**config.mk**
```make
export PLATFORM = sky130hd
export DESIGN_NAME = sd_spi_master
export DESIGN_NICKNAME = d
export VERILOG_FILES = /design/src/rtl/sd_spi_master_pkg.sv /design/src/rtl/sd_spi_clkgen.sv /design/src/rtl/sd_spi_master.sv
export SDC_FILE = /design/constraint.sdc
export NUM_CORES = 1
export LEC_CHECK = 0
export BUFFER_PORTS_ARGS = -buffer_cell sky130_fd_sc_hd__buf_2
export CAP_MARGIN = 15
export CORE_ASPECT_RATIO = 1.5
export CORE_MARGIN = 2
export CORE_UTILIZATION = 57
export CTS_CLUSTER_DIAMETER = 120
export CTS_CLUSTER_SIZE = 20
export DETAILED_ROUTE_END_ITERATION = 8
export PLACE_DENSITY = 0.89
export SYNTH_ARGS = -nofsm -noshare
export SYNTH_HDL_FRONTEND = slang
export SYNTH_SLANG_ARGS = --single-unit
```
**constraint.sdc**
```tcl
create_clock -name clk -period 3.06 [get_ports clk]
set_clock_uncertainty 0.2 [all_clocks]
set_input_delay 0.306 -clock clk [delete_from_list [all_inputs] [get_ports clk]]
set_output_delay 0.306 -clock clk [all_outputs]
set_load 0.005 [all_outputs]
```
**src/rtl/sd_spi_master_pkg.sv**
```systemverilog
// rtl/sd_spi_master_pkg.sv - shared SPI master state type and divider defaults
package sd_spi_master_pkg;

  typedef enum logic [1:0] {
    SPI_IDLE = 2'd0,
    SPI_LOW  = 2'd1,
    SPI_HIGH = 2'd2,
    SPI_DONE = 2'd3
  } spi_state_e;

  localparam int SPI_DIV_FAST_DEF = 1;
  localparam int SPI_DIV_SLOW_DEF = 32;

  // Half-period counter must be able to hold the larger of the two dividers.
  function automatic int spi_cnt_width(input int div_a, input int div_b);
    return $clog2(((div_a > div_b) ? div_a : div_b) + 1);
  endfunction

endpackage

```
**src/rtl/sd_spi_clkgen.sv**
```systemverilog
// rtl/sd_spi_clkgen.sv - SCK half-period counter with rise/fall strobes
module sd_spi_clkgen #(
  parameter int HW = 6
) (
  input  logic          clk,
  input  logic          reset,
  input  logic          start,
  input  logic          stop,
  input  logic [HW-1:0] half,
  output logic          rise,
  output logic          fall,
  output logic          sck
);

  logic          run_q, run_d;
  logic          sck_q, sck_d;
  logic [HW-1:0] cnt_q, cnt_d;
  logic [HW-1:0] h_q, h_d;
  logic          tick;

  // Strobes lead the clk edge at which SCK actually changes.
  assign tick = run_q && (cnt_q == h_q - HW'(1));
  assign rise = tick && !sck_q;
  assign fall = tick && sck_q;
  assign sck  = sck_q;

  always_comb begin
    run_d = run_q;
    sck_d = sck_q;
    cnt_d = cnt_q;
    h_d   = h_q;
    if (start) begin
      run_d = 1'b1;
      sck_d = 1'b0;
      cnt_d = '0;
      h_d   = half;
    end else if (stop) begin
      run_d = 1'b0;
      sck_d = 1'b0;
      cnt_d = '0;
    end else if (run_q) begin
      if (tick) begin
        cnt_d = '0;
        sck_d = ~sck_q;
      end else begin
        cnt_d = cnt_q + HW'(1);
      end
    end
  end

  always_ff @(posedge clk) begin
    if (reset) begin
      run_q <= 1'b0;
      sck_q <= 1'b0;
      cnt_q <= '0;
      h_q   <= HW'(1);
    end else begin
      run_q <= run_d;
      sck_q <= sck_d;
      cnt_q <= cnt_d;
      h_q   <= h_d;
    end
  end

endmodule

```
**src/rtl/sd_spi_master.sv**
```systemverilog
// rtl/sd_spi_master.sv - byte-level mode-0 SPI master for SD card requests
module sd_spi_master
  import sd_spi_master_pkg::*;
#(
  parameter int DIV_FAST = SPI_DIV_FAST_DEF,
  parameter int DIV_SLOW = SPI_DIV_SLOW_DEF
) (
  input  logic       clk,
  input  logic       reset,
  input  logic       slow_mode,
  input  logic       cs_en,
  input  logic       sd_tx,
  input  logic       sd_rx,
  input  logic [7:0] d_to_sd,
  output logic [7:0] d_from_sd,
  output logic       busy,
  output logic       done,
  output logic       overrun,
  output logic       spi_clk,
  output logic       spi_do,
  input  logic       spi_di,
  output logic       spi_ss
);

  localparam int HW = spi_cnt_width(DIV_FAST, DIV_SLOW);

  spi_state_e state_q, state_d;
  logic [7:0] tx_q, tx_d;
  logic [7:0] rx_q, rx_d;
  logic [3:0] bit_cnt_q, bit_cnt_d;
  logic [7:0] pend_q, pend_d;
  logic       pend_full_q, pend_full_d;
  logic [7:0] d_from_q, d_from_d;
  logic       do_q, do_d;
  logic       ss_q, ss_d;
  logic       overrun_q, overrun_d;

  logic          req;
  logic [7:0]    req_data;
  logic          start, stop;
  logic [7:0]    start_data;
  logic [HW-1:0] half;
  logic          rise, fall;

  // sd_tx wins when both request strobes coincide.
  assign req      = sd_tx | sd_rx;
  assign req_data = sd_tx ? d_to_sd : 8'hFF;
  assign half     = slow_mode ? HW'(DIV_SLOW) : HW'(DIV_FAST);

  sd_spi_clkgen #(.HW(HW)) u_clkgen (
    .clk   (clk),
    .reset (reset),
    .start (start),
    .stop  (stop),
    .half  (half),
    .rise  (rise),
    .fall  (fall),
    .sck   (spi_clk)
  );

  always_comb begin
    state_d     = state_q;
    tx_d        = tx_q;
    rx_d        = rx_q;
    bit_cnt_d   = bit_cnt_q;
    pend_d      = pend_q;
    pend_full_d = pend_full_q;
    d_from_d    = d_from_q;
    do_d        = do_q;
    ss_d        = ss_q;
    overrun_d   = overrun_q;
    start       = 1'b0;
    stop        = 1'b0;
    start_data  = req_data;

    if (state_q != SPI_IDLE && req) begin
      if (pend_full_q) begin
        overrun_d = 1'b1;
      end else begin
        pend_d      = req_data;
        pend_full_d = 1'b1;
      end
    end

    case (state_q)
      SPI_IDLE: begin
        if (pend_full_q) begin
          start       = 1'b1;
          start_data  = pend_q;
          pend_full_d = req;
          if (req) pend_d = req_data;
        end else if (req) begin
          start = 1'b1;
        end
      end
      SPI_LOW: begin
        if (rise) begin
          rx_d      = {rx_q[6:0], spi_di};
          bit_cnt_d = bit_cnt_q + 4'd1;
          state_d   = SPI_HIGH;
        end
      end
      SPI_HIGH: begin
        if (fall) begin
          if (bit_cnt_q == 4'd8) begin
            d_from_d = rx_q;
            do_d     = 1'b1;
            state_d  = SPI_DONE;
          end else begin
            tx_d    = {tx_q[6:0], 1'b0};
            do_d    = tx_q[6];
            state_d = SPI_LOW;
          end
        end
      end
      default: begin
        // A request landing here with the buffer full was counted as overrun above.
        state_d = SPI_IDLE;
        if (pend_full_q) begin
          start       = 1'b1;
          start_data  = pend_q;
          pend_full_d = 1'b0;
        end else begin
          stop = 1'b1;
        end
      end
    endcase

    if (start) begin
      tx_d      = start_data;
      do_d      = start_data[7];
      bit_cnt_d = 4'd0;
      state_d   = SPI_LOW;
    end

    if (state_q == SPI_IDLE && !pend_full_q) ss_d = ~cs_en;
  end

  always_ff @(posedge clk) begin
    if (reset) begin
      state_q     <= SPI_IDLE;
      tx_q        <= 8'hFF;
      rx_q        <= 8'hFF;
      bit_cnt_q   <= 4'd0;
      pend_q      <= 8'h00;
      pend_full_q <= 1'b0;
      d_from_q    <= 8'hFF;
      do_q        <= 1'b1;
      ss_q        <= 1'b1;
      overrun_q   <= 1'b0;
    end else begin
      state_q     <= state_d;
      tx_q        <= tx_d;
      rx_q        <= rx_d;
      bit_cnt_q   <= bit_cnt_d;
      pend_q      <= pend_d;
      pend_full_q <= pend_full_d;
      d_from_q    <= d_from_d;
      do_q        <= do_d;
      ss_q        <= ss_d;
      overrun_q   <= overrun_d;
    end
  end

  assign d_from_sd = d_from_q;
  assign busy      = (state_q != SPI_IDLE) || pend_full_q;
  assign done      = (state_q == SPI_DONE);
  assign overrun   = overrun_q;
  assign spi_do    = do_q;
  assign spi_ss    = ss_q;

endmodule

```
Word level (Yosys, flattened, before mapping)
Index checks and enable logic that the tools add are counted.
- register bits: 55
- latch bits: 0
- memory bits (writable): 0
- bits in read-only memories: 0
- input bits: 15
- output and inout port bits: 14
- word-level logic and storage cells: 92
- memories kept: 0
- add/sub/neg operators: 3
- multiply operators: 0
- divide/modulo/power cells: 0
- $lt $le $gt $ge: 0
- equality and inequality tests: 11
- shifts and indexed selects: 0
- muxes and demuxes: 34
- bitwise operators: 4
- reduce and logical (&&, ||, !) cells: 25
- operators with widths (kind ; number):
    2-to-1 mux 8 bit ; 7
    2-to-1 mux 7 bit ; 4
    2-to-1 mux 1 bit ; 15
    2-to-1 mux 6 bit ; 2
    AND reduction 3 bit ; 4
    inequality test 2 bit (second input constant) ; 4
    AND reduction 2 bit ; 4
    nonzero test 2 bit ; 4
    adder 6 x 1 -> 6 bit (second input constant) ; 1
    equality test 6 bit ; 1
    2-to-1 mux 2 bit ; 3
    inequality test 3 bit (second input constant) ; 2
    case mux 2 bit (3 select lines) ; 1
    OR reduction 3 bit ; 2
    subtractor 6 x 1 -> 6 bit (second input constant) ; 1
    logical AND 1 bit ; 5
    adder 4 x 1 -> 4 bit (second input constant) ; 1
    equality test 2 bit (second input constant) ; 2
    equality test 4 bit (second input constant) ; 1
    case mux 1 bit (2 select lines) ; 2
    OR reduction 2 bit ; 2
    inverter 1 bit ; 3
    equality test 2 x 1 -> 1 bit (second input constant) ; 1
    logical NOT 1 bit ; 2
    other kinds (3) ; 3

Logic depth before layout (Yosys ltp)
- depth after elaboration: 7
- gate-level depth with buffers: 9

By module
A second synthesis with hierarchy kept.
- cell total of the unflattened synthesis: 289
- area, all modules: 2686.3 um^2
- by module, submodules not included (module ; instances ; cells each ; area an instance (um^2) ; sequential area each (um^2)):
    sd_spi_master ; 1 ; 205 ; 1926.8 ; 820.8
    sd_spi_clkgen ; 1 ; 84 ; 759.5 ; 280.3

Worst setup path after synthesis
No wires, ideal clock.
- kind: register to register
- from: reg state_q[0]
- to: reg tx_q[1]
- library setup time: 134 ps
- arrival time: 1842 ps
- slack: 884 ps
- cell stages (with the launch flop): 9
- buffers on the path: 2
- clock period less this slack: 2176 ps
- cells stage by stage: dfxtp_1 -> inv_1 -> ha_1 -> nand2b_1 -> clkbuf_1 -> clkbuf_1 -> a311oi_1 -> a2111oi_0 -> a21oi_1
- word-level cells in the longest chain between the ends: 5
- elaborated cells between the ends (all ways): 11
- ends and longest elaborated chain (item ; line ; RTL):
    from (decl) ; sd_spi_master.sv:27 ; spi_state_e state_q, state_d;
    from (signal assigned) ; sd_spi_master.sv:152 ; state_q <= state_d;
    equality test 2 bit / equality test 2 x 1 -> 1 bit (equally long branches) ; sd_spi_master.sv:85 ; case (state_q)
    OR reduction 2 bit (no source line) ; n/a ;
    case mux 1 bit (2 select lines) ; sd_spi_master.sv:85 ;
    inequality test 2 bit (no source line) / nonzero test 2 bit (equally long branches) ; n/a ;
    AND reduction 3 bit (no source line) ; n/a ;
    to (signal assigned) ; sd_spi_master.sv:153 ; tx_q <= tx_d;
    to (decl) ; sd_spi_master.sv:28 ; logic [7:0] tx_q, tx_d;
Several ways; a longest one is shown, not always the timed one.
A chain may end at the register's enable or synchronous reset.

Worst setup path in the final report
- from: reg state_q[0]
- to: reg tx_q[2]
The elaborated chain is that of the path after synthesis.

==> flow_metrics.py <==
metrics = {
    "logic_synthesis": {
        "synth-warning-count": 0,
        "synth.ff_latch_count": 51,
        "async_set_or_reset_register_ratio_after_synthesis_pct": 0,
        "synth_area_um2": 2420,
        "yosys.cell_types.count": 41,
        "yosys.cell_count.top_type": "nor2_1",
        "synth_edf_count": 0,
        "synth_top_flop_cell": "dfxtp_1",
        "synthesis.area_per_instance_um2": 8.73,
        "synthTopCellsByArea": "dfxtp_1, nor2_1, a211o_1, ha_1, inv_1",
        "netlist_top_cells_count": "nor2_1, dfxtp_1, inv_1, a211o_1, a21oi_1",
        "synth_fp_nets": 300,
        "seq_area_frac_synth_pct": 42.2,
        "synth_area_leader_cell": "dfxtp_1",
        "area_share_of_the_largest_cell_type_after_synthesis_pct": 42.2,
        "synth_cells": 277,
    },
    "power_and_ir_drop": {
        "overall_power_of_the_completed_layout_mw": 1.51,
        "ir_worst_vdd_mv": 0.452,
        "p_leak_nw": 1.14,
        "power-per-cell-area_nw_per_um2": 565,
    },
    "clock_network": {
        "clock_tree.htree_level_count": 2,
        "clock_tree_from_tritoncts": "yes",
        "post_cts_resized": 0,
        "numCtsBuffers": 5,
        "worst_skew_pair.late_latency_ns": 0.31,
        "cts_root_buffer": "clkbuf_8",
        "cts.repair_timing.setup_buffer_count": 0,
        "clk_pin_slew_worst_paths_ns": 0.09,
        "cts-root-to-sink-buffers": 2,
        "post_cts_hold_buffer_count": 0,
        "cts.sink_count": 51,
    },
    "critical_path": {
        "arrival_time_at_the_worst_endpoint_ns": 2.65,
        "path_class": "reg2reg",
        "worst_setup_path_end_kind": "flip-flop",
        "slack_of_the_worst_reg_to_reg_path_ns": 0.44,
        "worst-r2r-cell-count": 6,
        "crit_path_start_kind": "flip-flop",
        "worstPathRequired_ns": 3.09,
        "critical_path_peak_fanout": 12,
    },
    "sta": {
        "min_period_ns": 2.62,
        "rsz0062_at_grt": "false",
        "final.period_utilization_pct": 85.5,
        "report.final.hold_viol_count": 0,
        "slew_worst_pin_ns": 1.08,
        "fin_hold_ws_ns": 0.0472,
        "maxClockFrequency_mhz": 382,
        "max-slew-margin-rel_pct": 27.2,
        "fin_setup_tns_ns": 0,
        "final-max-slew-violation-count": 0,
        "setup_viol_count_final": 0,
    },
    "cells_and_area": {
        "final_cell_area_um2": 2680,
        "antennaDiodeCount": 0,
        "final_layout_size_suffix_gt1_share_pct": 16.2,
        "layout.filler_cells": 351,
        "areaGrowthSynthToFinish_pct": 10.8,
        "final_core_utilization_pct": 64.8,
        "final_nets": 319,
    },
    "min_path": {
        "holdPathStages": 2,
        "hold_path.class": "in2reg",
    },
    "grt": {
        "groute.usage.overall_pct": 21.3,
        "grt_pass1_wl_mm": 8.22,
        "grt.overflow.total": 0,
        "grt_max_degree": 30,
        "number_of_global_route_vias_before_repair": 1886,
        "antenna_found_initial": 0,
    },
    "placement": {
        "place_hpwl_mm": 3.29,
        "portBuffers": 28,
        "detailed_place.area_um2": 2560,
        "routabilityCongestion": 0.824,
    },
    "flow_run": {
        "maxCapViolations": 0,
    },
    "floorplan": {
        "num_rows": 29,
        "die_area_um2": 4790,
        "initial_core_util_pct": 58.5,
        "floorplan.io_pins": 29,
        "die_width_um": 57.2,
        "die_height_um": 83.8,
        "core-area_um2": 4140,
    },
    "drt": {
        "wl_per_cell_um": 14.1,
        "routed-via-count": 1991,
        "firstDrtPassIters": 4,
        "drt-vias-per-instance": 5.80,
        "drt-total-wl_mm": 4.83,
        "drt_first_iter_violations": 72,
        "remaining_drcs": 0,
        "post_route_ant_nets": 0,
    },
    "run_status": {
        "run_status": "complete, no violations",
    },
}
## cell type report
cell class,instances,area (um^2),share of cell area [%]
sequential,51,1020,38.1
clock buffer,6,82.6,3.08
multi-input combinational,189,1250,46.8
inverter,19,71.3,2.66
clock inverter,2,38.8,1.45
timing repair buffer,30,155,5.79
tap,46,57.6,2.15
## power by group
group,switching (mW),total [mW],internal [mW]
clock network,0.228,0.497,0.269
registers,0.0380,0.753,0.715
logic,0.157,0.264,0.107
## metal layers
| metal | global-route usage (%) | vias to the layer above | part of all wire (%) |
|---|---|---|---|
| met5 | 0 | - | 0 |
| met4 | 7.82 | 0 | 1.5 |
| met3 | 3.57 | 6 | 3.0 |
| met2 | 38.5 | 31 | 54 |
| met1 | 24.4 | 946 | 42 |
| li1 | - | 1008 | - |
## final timing paths
path                              startpoint           end
worst max-delay path              state_q[0]       tx_q[2]
worst min-delay path                  spi_di       rx_q[0]
worst max register to register    state_q[0]       tx_q[2]
worst min register to register  d_from_sd[2]  d_from_sd[2]
## critical path: stages (launching register included)
cell	delay (ns)
dfxtp_1	0.42
inv_1	0.10
ha_1	0.34
o22a_1	0.30
a41oi_1	0.83
a2111oi_0	0.17
a21oi_1	0.18
## cell families (layout without fill, tap and decap cells)
family | Yosys count | after routing | synth area share (%)
AO/OA/AOI/OAI | 65 | 65 | 21.7
AND/OR/NAND/NOR | 103 | 103 | 20.5
adder cells (fa/ha/maj) | 8 | 8 | 4.14
buffers and inverters | 37 | 57 | 6.00
flip-flops | 51 | 51 | 42.2
XOR/XNOR | 10 | 10 | 3.62
multiplexers | 3 | 3 | 1.76
## cells in the final DEF, fill, tap and decap left out, types with 2 or more instances in the layout
cell / count
nor3_1: 7
ha_1: 8
nand3b_1: 2
o22ai_1: 5
nand3_1: 4
a21oi_1: 14
buf_2: 28
a2111oi_0: 2
a311o_1: 2
a2111oi_2: 4
xnor2_1: 5
a211oi_1: 3
and2_1: 2
inv_1: 19
nand2b_1: 5
a211o_1: 18
mux2i_1: 2
a31oi_1: 2
nand4_1: 6
dfxtp_1: 51
buf_4: 2
nor3b_1: 2
or3_1: 2
nand2_1: 11
clkbuf_8: 6
xor2_1: 5
a311oi_1: 8
nor2b_1: 5
nor2_1: 53
## registers in the layout (all words and copies together) (netlist names)
name,cells
bit_cnt_q,4
u_clkgen.h_q,2
d_from_sd,8
pend_q,8
u_clkgen.run_q,1
tx_q,7
u_clkgen.sck,1
spi_do,1
spi_ss,1
overrun,1
u_clkgen.cnt_q,6
rx_q,8
state_q,2
pend_full_q,1
## per-stage QoR
| step | worst slack, ns | std cells |
|---|---|---|
| final | 0.445 | 343 |
| after floorplan | 0.884 | 277 |
| after CTS | 0.478 | 343 |
| after global routing | 0.248 | 343 |
| after detailed placement | 0.490 | 335 |
| after global placement | 0.636 | 335 |
No activity file was read; power rests on OpenSTA's default activity.
